[src/rtl/countdown_timer_if.sv]
// rtl/countdown_timer_if.sv - control/status bundle of the programmable down-counting timer
interface countdown_timer_if #(
    parameter int dwidth = 8
);
    logic              en;
    logic              start;
    logic              stop;
    logic              periodic;
    logic [dwidth-1:0] load_value;
    logic [dwidth-1:0] count;
    logic              busy;
    logic              done;

    modport master (
        output en, start, stop, periodic, load_value,
        input  count, busy, done
    );

    modport slave (
        input  en, start, stop, periodic, load_value,
        output count, busy, done
    );
endinterface

[src/rtl/countdown_timer.sv]
// rtl/countdown_timer.sv - down-counting timer, one-shot or auto-reload, registered expiry pulse
module countdown_timer #(
    parameter int dwidth = 8
) (
    input  logic              clk_i,
    input  logic              reset_i,
    countdown_timer_if.slave  bus
);
    typedef enum logic {
        IDLE = 1'b0,
        RUN  = 1'b1
    } state_e;

    localparam logic [dwidth-1:0] ONE = {{(dwidth-1){1'b0}}, 1'b1};

    state_e            state_q, state_d;
    logic [dwidth-1:0] count_q, count_d;
    logic [dwidth-1:0] reload_q, reload_d;
    logic              mode_q, mode_d;
    logic              done_q, done_d;

    always_ff @(posedge clk_i) begin
        if (reset_i) begin
            state_q  <= IDLE;
            count_q  <= '0;
            reload_q <= '0;
            mode_q   <= 1'b0;
            done_q   <= 1'b0;
        end else begin
            state_q  <= state_d;
            count_q  <= count_d;
            reload_q <= reload_d;
            mode_q   <= mode_d;
            done_q   <= done_d;
        end
    end

    // stop beats start beats counting; expiry is the enabled RUN cycle that sees zero
    always_comb begin
        state_d  = state_q;
        count_d  = count_q;
        reload_d = reload_q;
        mode_d   = mode_q;
        done_d   = 1'b0;
        if (bus.stop) begin
            state_d = IDLE;
        end else if (bus.start) begin
            state_d  = RUN;
            count_d  = bus.load_value;
            reload_d = bus.load_value;
            mode_d   = bus.periodic;
        end else if (state_q == RUN && bus.en) begin
            if (count_q == '0) begin
                done_d = 1'b1;
                if (mode_q) begin
                    count_d = reload_q;
                end else begin
                    state_d = IDLE;
                end
            end else begin
                count_d = count_q - ONE;
            end
        end
    end

    assign bus.count = count_q;
    assign bus.busy  = (state_q == RUN);
    assign bus.done  = done_q;
endmodule

[src/flat_wrapper.sv]
// flat-port wrapper written by rule: the top's interface ports become plain ports
module countdown_timer_flat 
#(
    parameter int dwidth = 8
)
  (clk_i, reset_i, bus_en, bus_start, bus_stop, bus_periodic, bus_load_value, bus_count, bus_busy, bus_done);
  countdown_timer_if #(.dwidth(dwidth)) bus_i ();
  input  logic clk_i;
  input  logic reset_i;
  input wire logic [$bits(bus_i.en)-1:0] bus_en;
  input wire logic [$bits(bus_i.start)-1:0] bus_start;
  input wire logic [$bits(bus_i.stop)-1:0] bus_stop;
  input wire logic [$bits(bus_i.periodic)-1:0] bus_periodic;
  input wire logic [$bits(bus_i.load_value)-1:0] bus_load_value;
  output wire logic [$bits(bus_i.count)-1:0] bus_count;
  output wire logic [$bits(bus_i.busy)-1:0] bus_busy;
  output wire logic [$bits(bus_i.done)-1:0] bus_done;
  assign bus_i.en = bus_en;
  assign bus_i.start = bus_start;
  assign bus_i.stop = bus_stop;
  assign bus_i.periodic = bus_periodic;
  assign bus_i.load_value = bus_load_value;
  assign bus_count = bus_i.count;
  assign bus_busy = bus_i.busy;
  assign bus_done = bus_i.done;
  countdown_timer #(.dwidth(dwidth)) u_core (.clk_i(clk_i), .reset_i(reset_i), .bus(bus_i));
endmodule
[config.mk]
export PLATFORM = sky130hd
export DESIGN_NAME = countdown_timer_flat
export DESIGN_NICKNAME = d
export VERILOG_FILES = /design/src/rtl/countdown_timer_if.sv /design/src/rtl/countdown_timer.sv /design/src/flat_wrapper.sv
export SDC_FILE = /design/constraint.sdc
export NUM_CORES = 1
export LEC_CHECK = 0
export ABC_CLOCK_PERIOD_IN_PS = 2600
export CAP_MARGIN = 40
export CORE_MARGIN = 10
export CORE_UTILIZATION = 40
export CTS_BUF_LIST = sky130_fd_sc_hd__clkbuf_2 sky130_fd_sc_hd__clkbuf_4 sky130_fd_sc_hd__clkbuf_8
export DETAILED_ROUTE_END_ITERATION = 6
export PLACE_DENSITY = 0.66
export SYNTH_ARGS = -nofsm -noshare
export SYNTH_HDL_FRONTEND = slang
export SYNTH_SLANG_ARGS = --single-unit
[constraint.sdc]
create_clock -name clk_i -period 2.6 [get_ports clk_i]
set_input_delay 0.39 -clock clk_i [delete_from_list [all_inputs] [get_ports clk_i]]
set_output_delay 0.39 -clock clk_i [all_outputs]
set_load 0.02 [all_outputs]
==> out/results.ini, run 1 <==
[status]
outcome=complete, no violations

[yosys]
syn_nets=149
synthTopCellsByCount=nand2_1 (25), dfxtp_1 (19), a21oi_1 (18)
ys_types=35
seq_area_frac_synth_pct=35.1
ys_warn_count=0
syn_avg_cell_area_um2=8.16
synthArstFlopShare_pct=0
synth_area_leaders=dfxtp_1 (35%), nand2_1 (8.7%), a21oi_1 (8.3%)
yosys.area.top_type=dfxtp_1
synth_area_um2=1080
yosysTopAreaCellShare_pct=35.1
synth_edf_count=0
synthCells=133
yosysMostFrequentCell=nand2_1
synthFlopType=dfxtp_1
ys_seq_elements=19

[placement]
dp_hpwl_um=2180
gp_congestion=0.887
io_buffers=23
dp_cells=182

[drt]
routed_wl_um=2940
drc=0
vias=1021
drtIter0Drc=73
final_antenna_net_count=0
wl_per_cell_um=15.8
drtPass1Iterations=4
post_drt_via_cell_ratio=5.49

[worst_setup_path]
critPathCapture=u_core.bus.count[0]$_SDFFE_PP0P_
required_ns=2.79
r2r_slack_ns=0.43
worstReg2RegStart=u_core.bus.count[0]$_SDFFE_PP0P_
setup.worst_path.end_class=flop
slowest_stage=nor4b_2
critPathLaunchType=flop
rr_worst_depth=7
worstSetupPathType=flop to flop
reg2reg_to=u_core.bus.count[0]$_SDFFE_PP0P_
crit_chain=inv_1 -> ha_1 -> nor4b_2 -> nand2_2 -> mux2_1 -> o211ai_1 -> o31ai_2
critical_path.max_fanout=7
critical_path_arrival_ns=2.36
crit_start=u_core.bus.count[0]$_SDFFE_PP0P_
slowest_delay_ns=0.48

[grt]
first_global_vias=1014
grt_util_all_layers_pct=11.3
antenna_found_initial=0
grt_max_degree=17
grt.overflow.total=0
grt_pass1_wl_um=4930

[sta]
fmax_mhz=461
skew_ns=0.00924
post-route-min-period_ns=2.17
tightestPinTransition_ns=0.538
relSlewSlack_pct=64.0
slew_violations=0
hold_viol=0
fin_crit_sh_pct=83.5
setup_viol=0
rsz0062_at_grt=false
finalSetupTns_ns=0

[cells_and_area]
drive_gt1_share_pct=14.7
fin_nets=173
syn2layout_area_growth_pct=26.6
diodes=0
stdcell_count=186
post-route-util_pct=54.5

[die]
io_pins=24
die_h_um=72.1
dieArea_um2=5190
core_area_um2=2520
initial_utilization_pct=43.0
dieWidth_um=72.1
row_count=18

[min_path]
holdCritPathClass=flop to flop

[pwr]
ir_drop_mv=0.260
power_density_nw_per_um2=558
p_sw_share_pct=34.5
clock_power_share_pct=20.9
p_leak_nw=0.484
intPower_mw=0.503
power.switching_mw=0.264
total_power_mw=0.767
power_frac_seq_pct=44.6
pwr-share-comb_pct=34.5

[clock_network]
clkLatencyLatePin_ns=0.29
post_cts_buffers=0
htree_levels=1
numCtsBuffers=3
post_cts_resized=0
root_buffer=clkbuf_4
hold_buffers=0
clkTransAtPathRegs_ns=0.11
clk_path_buf_depth=2
clock-sinks=19
tritoncts=done

[run]
maxCapViolCount=0

==> worst max-delay path: cells and delay by family (launching register included) <==
| family | cells | cell delay (ns) |
|---|---|---|
| AO/OA/AOI/OAI | 2 | 0.28 |
| adder cells (fa/ha/maj) | 1 | 0.23 |
| buffers and inverters | 1 | 0.14 |
| flip-flops | 1 | 0.37 |
| multiplexers | 1 | 0.35 |
| AND/OR/NAND/NOR | 2 | 0.69 |
==> sequential cells by signal, summed over array words and instances, names as in the netlist <==
signal / flops
u_core.bus.busy: 1
u_core.bus.count: 8
u_core.bus.done: 1
u_core.mode_q: 1
u_core.reload_q: 8
==> cell families (layout without fill, tap and decap cells) <==
kind of cell	count (synthesis)	in the layout	share of synthesized area (%)
fa+ha+maj	2	2	2.31
mux	3	3	3.00
simple gates	59	59	27.1
buf+inv	13	36	5.31
xor+xnor	1	1	0.808
compound gates	36	36	26.4
flops	19	19	35.1
==> metrics by stage <==
step | setup slack (ns) | hold WS, ns | instance area, um2
2_1_floorplan | 0.528 | 0.432 | 1080
3_3_place_gp | 0.405 | 0.442 | 1340
3_5_place_dp | 0.402 | 0.447 | 1340
4_1_cts | 0.423 | 0.463 | 1370
5_1_grt | 0.246 | 0.478 | 1370
6_report | 0.429 | 0.461 | 1370
==> cells in the final DEF, fill, tap and decap left out, types with 2 or more instances in the layout <==
cell	Yosys	final
buf_4	0	4
o211ai_1	3	3
nor2_1	14	14
clkbuf_4	0	4
mux2_1	2	2
a211oi_2	2	2
ha_1	2	2
nand3_1	2	2
a311oi_2	5	5
nor3_2	2	2
dfxtp_1	19	19
a21oi_1	18	18
clkdlybuf4s50_1	0	23
inv_1	5	5
nor4_1	3	3
nand2_1	25	25
nor3_1	4	4
nand2b_1	2	2
==> metal layers <==
| layer | part of all wire (%) | track usage [%] | vias to the layer above |
|---|---|---|---|
| met3 | 7.5 | 3.54 | 2 |
| met5 | 0 | 0 | - |
| met2 | 46 | 17.7 | 30 |
| met1 | 46 | 14.7 | 465 |
| met4 | 0.61 | 2.58 | 0 |
| li1 | - | - | 524 |
==> area by class of cell <==
cell class / count / area (um2)
repair buffers: 27 / 260
multi-input cells: 101 / 647
inverters: 5 / 18.8
clock buffers: 4 / 30.0
well taps: 30 / 37.5
fillers: 251 / 1150
flip-flops and latches: 19 / 380
==> power groups by stage <==
| stage | sequential (mW) | clock, mW | combinational (mW) |
|---|---|---|---|
| after detailed placement | 0.348 | 0 | 0.264 |
| after global placement | 0.347 | 0 | 0.260 |
| after global routing | 0.346 | 0.181 | 0.291 |
| after floorplan | 0.350 | 0 | 0.174 |
| after CTS | 0.341 | 0.166 | 0.265 |
| final | 0.342 | 0.161 | 0.265 |
==> worst min-delay path by stage <==
| stage | to | cells after the start | from |
|---|---|---|---|
| final | u_core.reload_q[6]$_SDFFE_PP0P_ | 2 | u_core.reload_q[6]$_SDFFE_PP0P_ |
| after global routing | u_core.reload_q[7]$_SDFFE_PP0P_ | 2 | u_core.reload_q[7]$_SDFFE_PP0P_ |
| after global placement | u_core.reload_q[7]$_SDFFE_PP0P_ | 2 | u_core.reload_q[7]$_SDFFE_PP0P_ |
| after detailed placement | u_core.reload_q[6]$_SDFFE_PP0P_ | 2 | u_core.reload_q[6]$_SDFFE_PP0P_ |
| after CTS | u_core.reload_q[6]$_SDFFE_PP0P_ | 2 | u_core.reload_q[6]$_SDFFE_PP0P_ |
| after floorplan | u_core.reload_q[7]$_SDFFE_PP0P_ | 2 | u_core.reload_q[7]$_SDFFE_PP0P_ |
Note: power is estimated with default switching activity, not from simulation.
==> inputs of run 2 (changes only) <==
Settings changed: ABC_CLOCK_PERIOD_IN_PS 2600 to 2200.
Clock period 2.6 ns to 2.2 ns, I/O delays scaled along.
==> run 2 against run 1 <==
Cell area increased by 3.4%. Critical path depth increased by 1. Hold slack improved by 0.018 ns. Final cell count increased by 2.7%. Clock-buffer cell count unchanged. First-iteration DRC count decreased by 21%. Utilization increased by 1.8 points. Critical path type unchanged. Largest cell class unchanged.
==> out/results.ini, run 2 (synthesis gave the netlist of run 1 again) <==
[status]
outcome=complete, no violations

[worst_setup_path]
slowest_delay_ns=0.53
critPathLaunchType=flop
crit_chain=inv_1 -> ha_1 -> or4b_4 -> nor2_2 -> a311oi_2 -> buf_4 -> o311a_1 -> nor3_2
critical_path_arrival_ns=2.23
slowest_stage=or4b_4
critical_path.max_fanout=10
rr_worst_depth=8
required_ns=2.43
setup.worst_path.end_class=flop
worstSetupPathType=flop to flop

[drt]
vias=1060
wl_per_cell_um=15.3
drc=0
post_drt_via_cell_ratio=5.55
final_antenna_net_count=0
drtPass1Iterations=6
routed_wl_um=2930
drtIter0Drc=58

[cells_and_area]
stdcell_count=191
mostFrequentLayoutCell=nand2_1
diodes=0
syn2layout_area_growth_pct=30.9
fin_nets=178
layout_common_cells=nand2_1 (25), clkdlybuf4s50_1 (23), dfxtp_1 (19)
drive_gt1_share_pct=17.4

[placement]
gp_congestion=0.878
dp_hpwl_um=2360
dp_cells=187
io_buffers=23

[clock_network]
root_buffer=clkbuf_4
numCtsBuffers=3
clkTransAtPathRegs_ns=0.11
clock-sinks=19
clkLatencyLatePin_ns=0.29
htree_levels=1
tritoncts=done
hold_buffers=0
post_cts_resized=0
post_cts_buffers=0
clk_path_buf_depth=2

[grt]
grt.overflow.total=0
grt_util_all_layers_pct=11.4
antenna_found_initial=0
grt_max_degree=14
first_global_vias=1053
grt_pass1_wl_um=5000

[pwr]
total_power_mw=0.919
power_frac_seq_pct=43.6
pwr-share-comb_pct=35.7
intPower_mw=0.607
p_leak_nw=0.517
power_density_nw_per_um2=647
clock_power_share_pct=20.7
p_sw_share_pct=33.9
ir_drop_mv=0.359
power.switching_mw=0.312

[die]
row_count=18
dieWidth_um=72.1
io_pins=24
dieArea_um2=5190
core_area_um2=2520
initial_utilization_pct=43.0
die_h_um=72.1

[sta]
fin_crit_sh_pct=91.2
skew_ns=0.00519
tightestPinTransition_ns=0.448
relSlewSlack_pct=70.1
finalSetupTns_ns=0
hold_viol=0
setup_viol=0
fmax_mhz=498
rsz0062_at_grt=false
slew_violations=0
post-route-min-period_ns=2.01

[min_path]
min_delay_path_depth=2
holdCritPathClass=flop to flop

[run]
maxCapViolCount=0

run 2: final cells by class:
class                   count  area [um2]
clock buffers               4        30.0
fillers                   253        1100
inverters                   5        18.8
multi-input cells         101         656
flip-flops and latches     19         380
well taps                  30        37.5
repair buffers             32         298
run 2: metrics by stage:
step	worst slack [ns]	cell area (um2)	util, %	hold slack (ns)
2_1_floorplan	0.128	1080	-	0.409
3_3_place_gp	0.283	1380	54.8	0.451
3_5_place_dp	0.170	1380	54.8	0.459
4_1_cts	0.144	1410	56.0	0.476
5_1_grt	0.0656	1420	56.3	0.495
6_report	0.193	1420	56.3	0.479
run 2: power by group through the flow:
| stage | clock network (mW) | logic (mW) | registers, mW |
|---|---|---|---|
| 6_report | 0.190 | 0.328 | 0.401 |
| 5_1_grt | 0.219 | 0.359 | 0.405 |
| 4_1_cts | 0.195 | 0.325 | 0.399 |
| 3_5_place_dp | 0 | 0.324 | 0.407 |
| 3_3_place_gp | 0 | 0.317 | 0.406 |
| 2_1_floorplan | 0 | 0.205 | 0.414 |
run 2: layer usage:
layer	GRT usage, %	wire length (um)	up-vias
li1	-	-	532
met1	14.4	1310	497
met2	18.7	1380	27
met3	2.99	214	4
met4	2.58	23	0
met5	0	0	-
run 2: path summary, 6_finish.rpt:
| kind | startpoint | slack, ns | end |
|---|---|---|---|
| hold / removal | u_core.reload_q[7]$_SDFFE_PP0P_ | 0.48 | u_core.reload_q[7]$_SDFFE_PP0P_ |
| hold reg to reg | u_core.reload_q[7]$_SDFFE_PP0P_ | 0.48 | u_core.reload_q[7]$_SDFFE_PP0P_ |
| setup reg to reg | u_core.bus.count[0]$_SDFFE_PP0P_ | 0.19 | u_core.bus.count[3]$_SDFFE_PP0P_ |
| setup / recovery | u_core.bus.count[0]$_SDFFE_PP0P_ | 0.19 | u_core.bus.count[3]$_SDFFE_PP0P_ |
run 2: worst max-delay path: cells and delay by family (launching register included):
family / cells / cell delay [ns]
simple gates: 3 / 0.79
flops: 1 / 0.33
buf+inv: 2 / 0.33
compound gates: 2 / 0.25
fa+ha+maj: 1 / 0.24
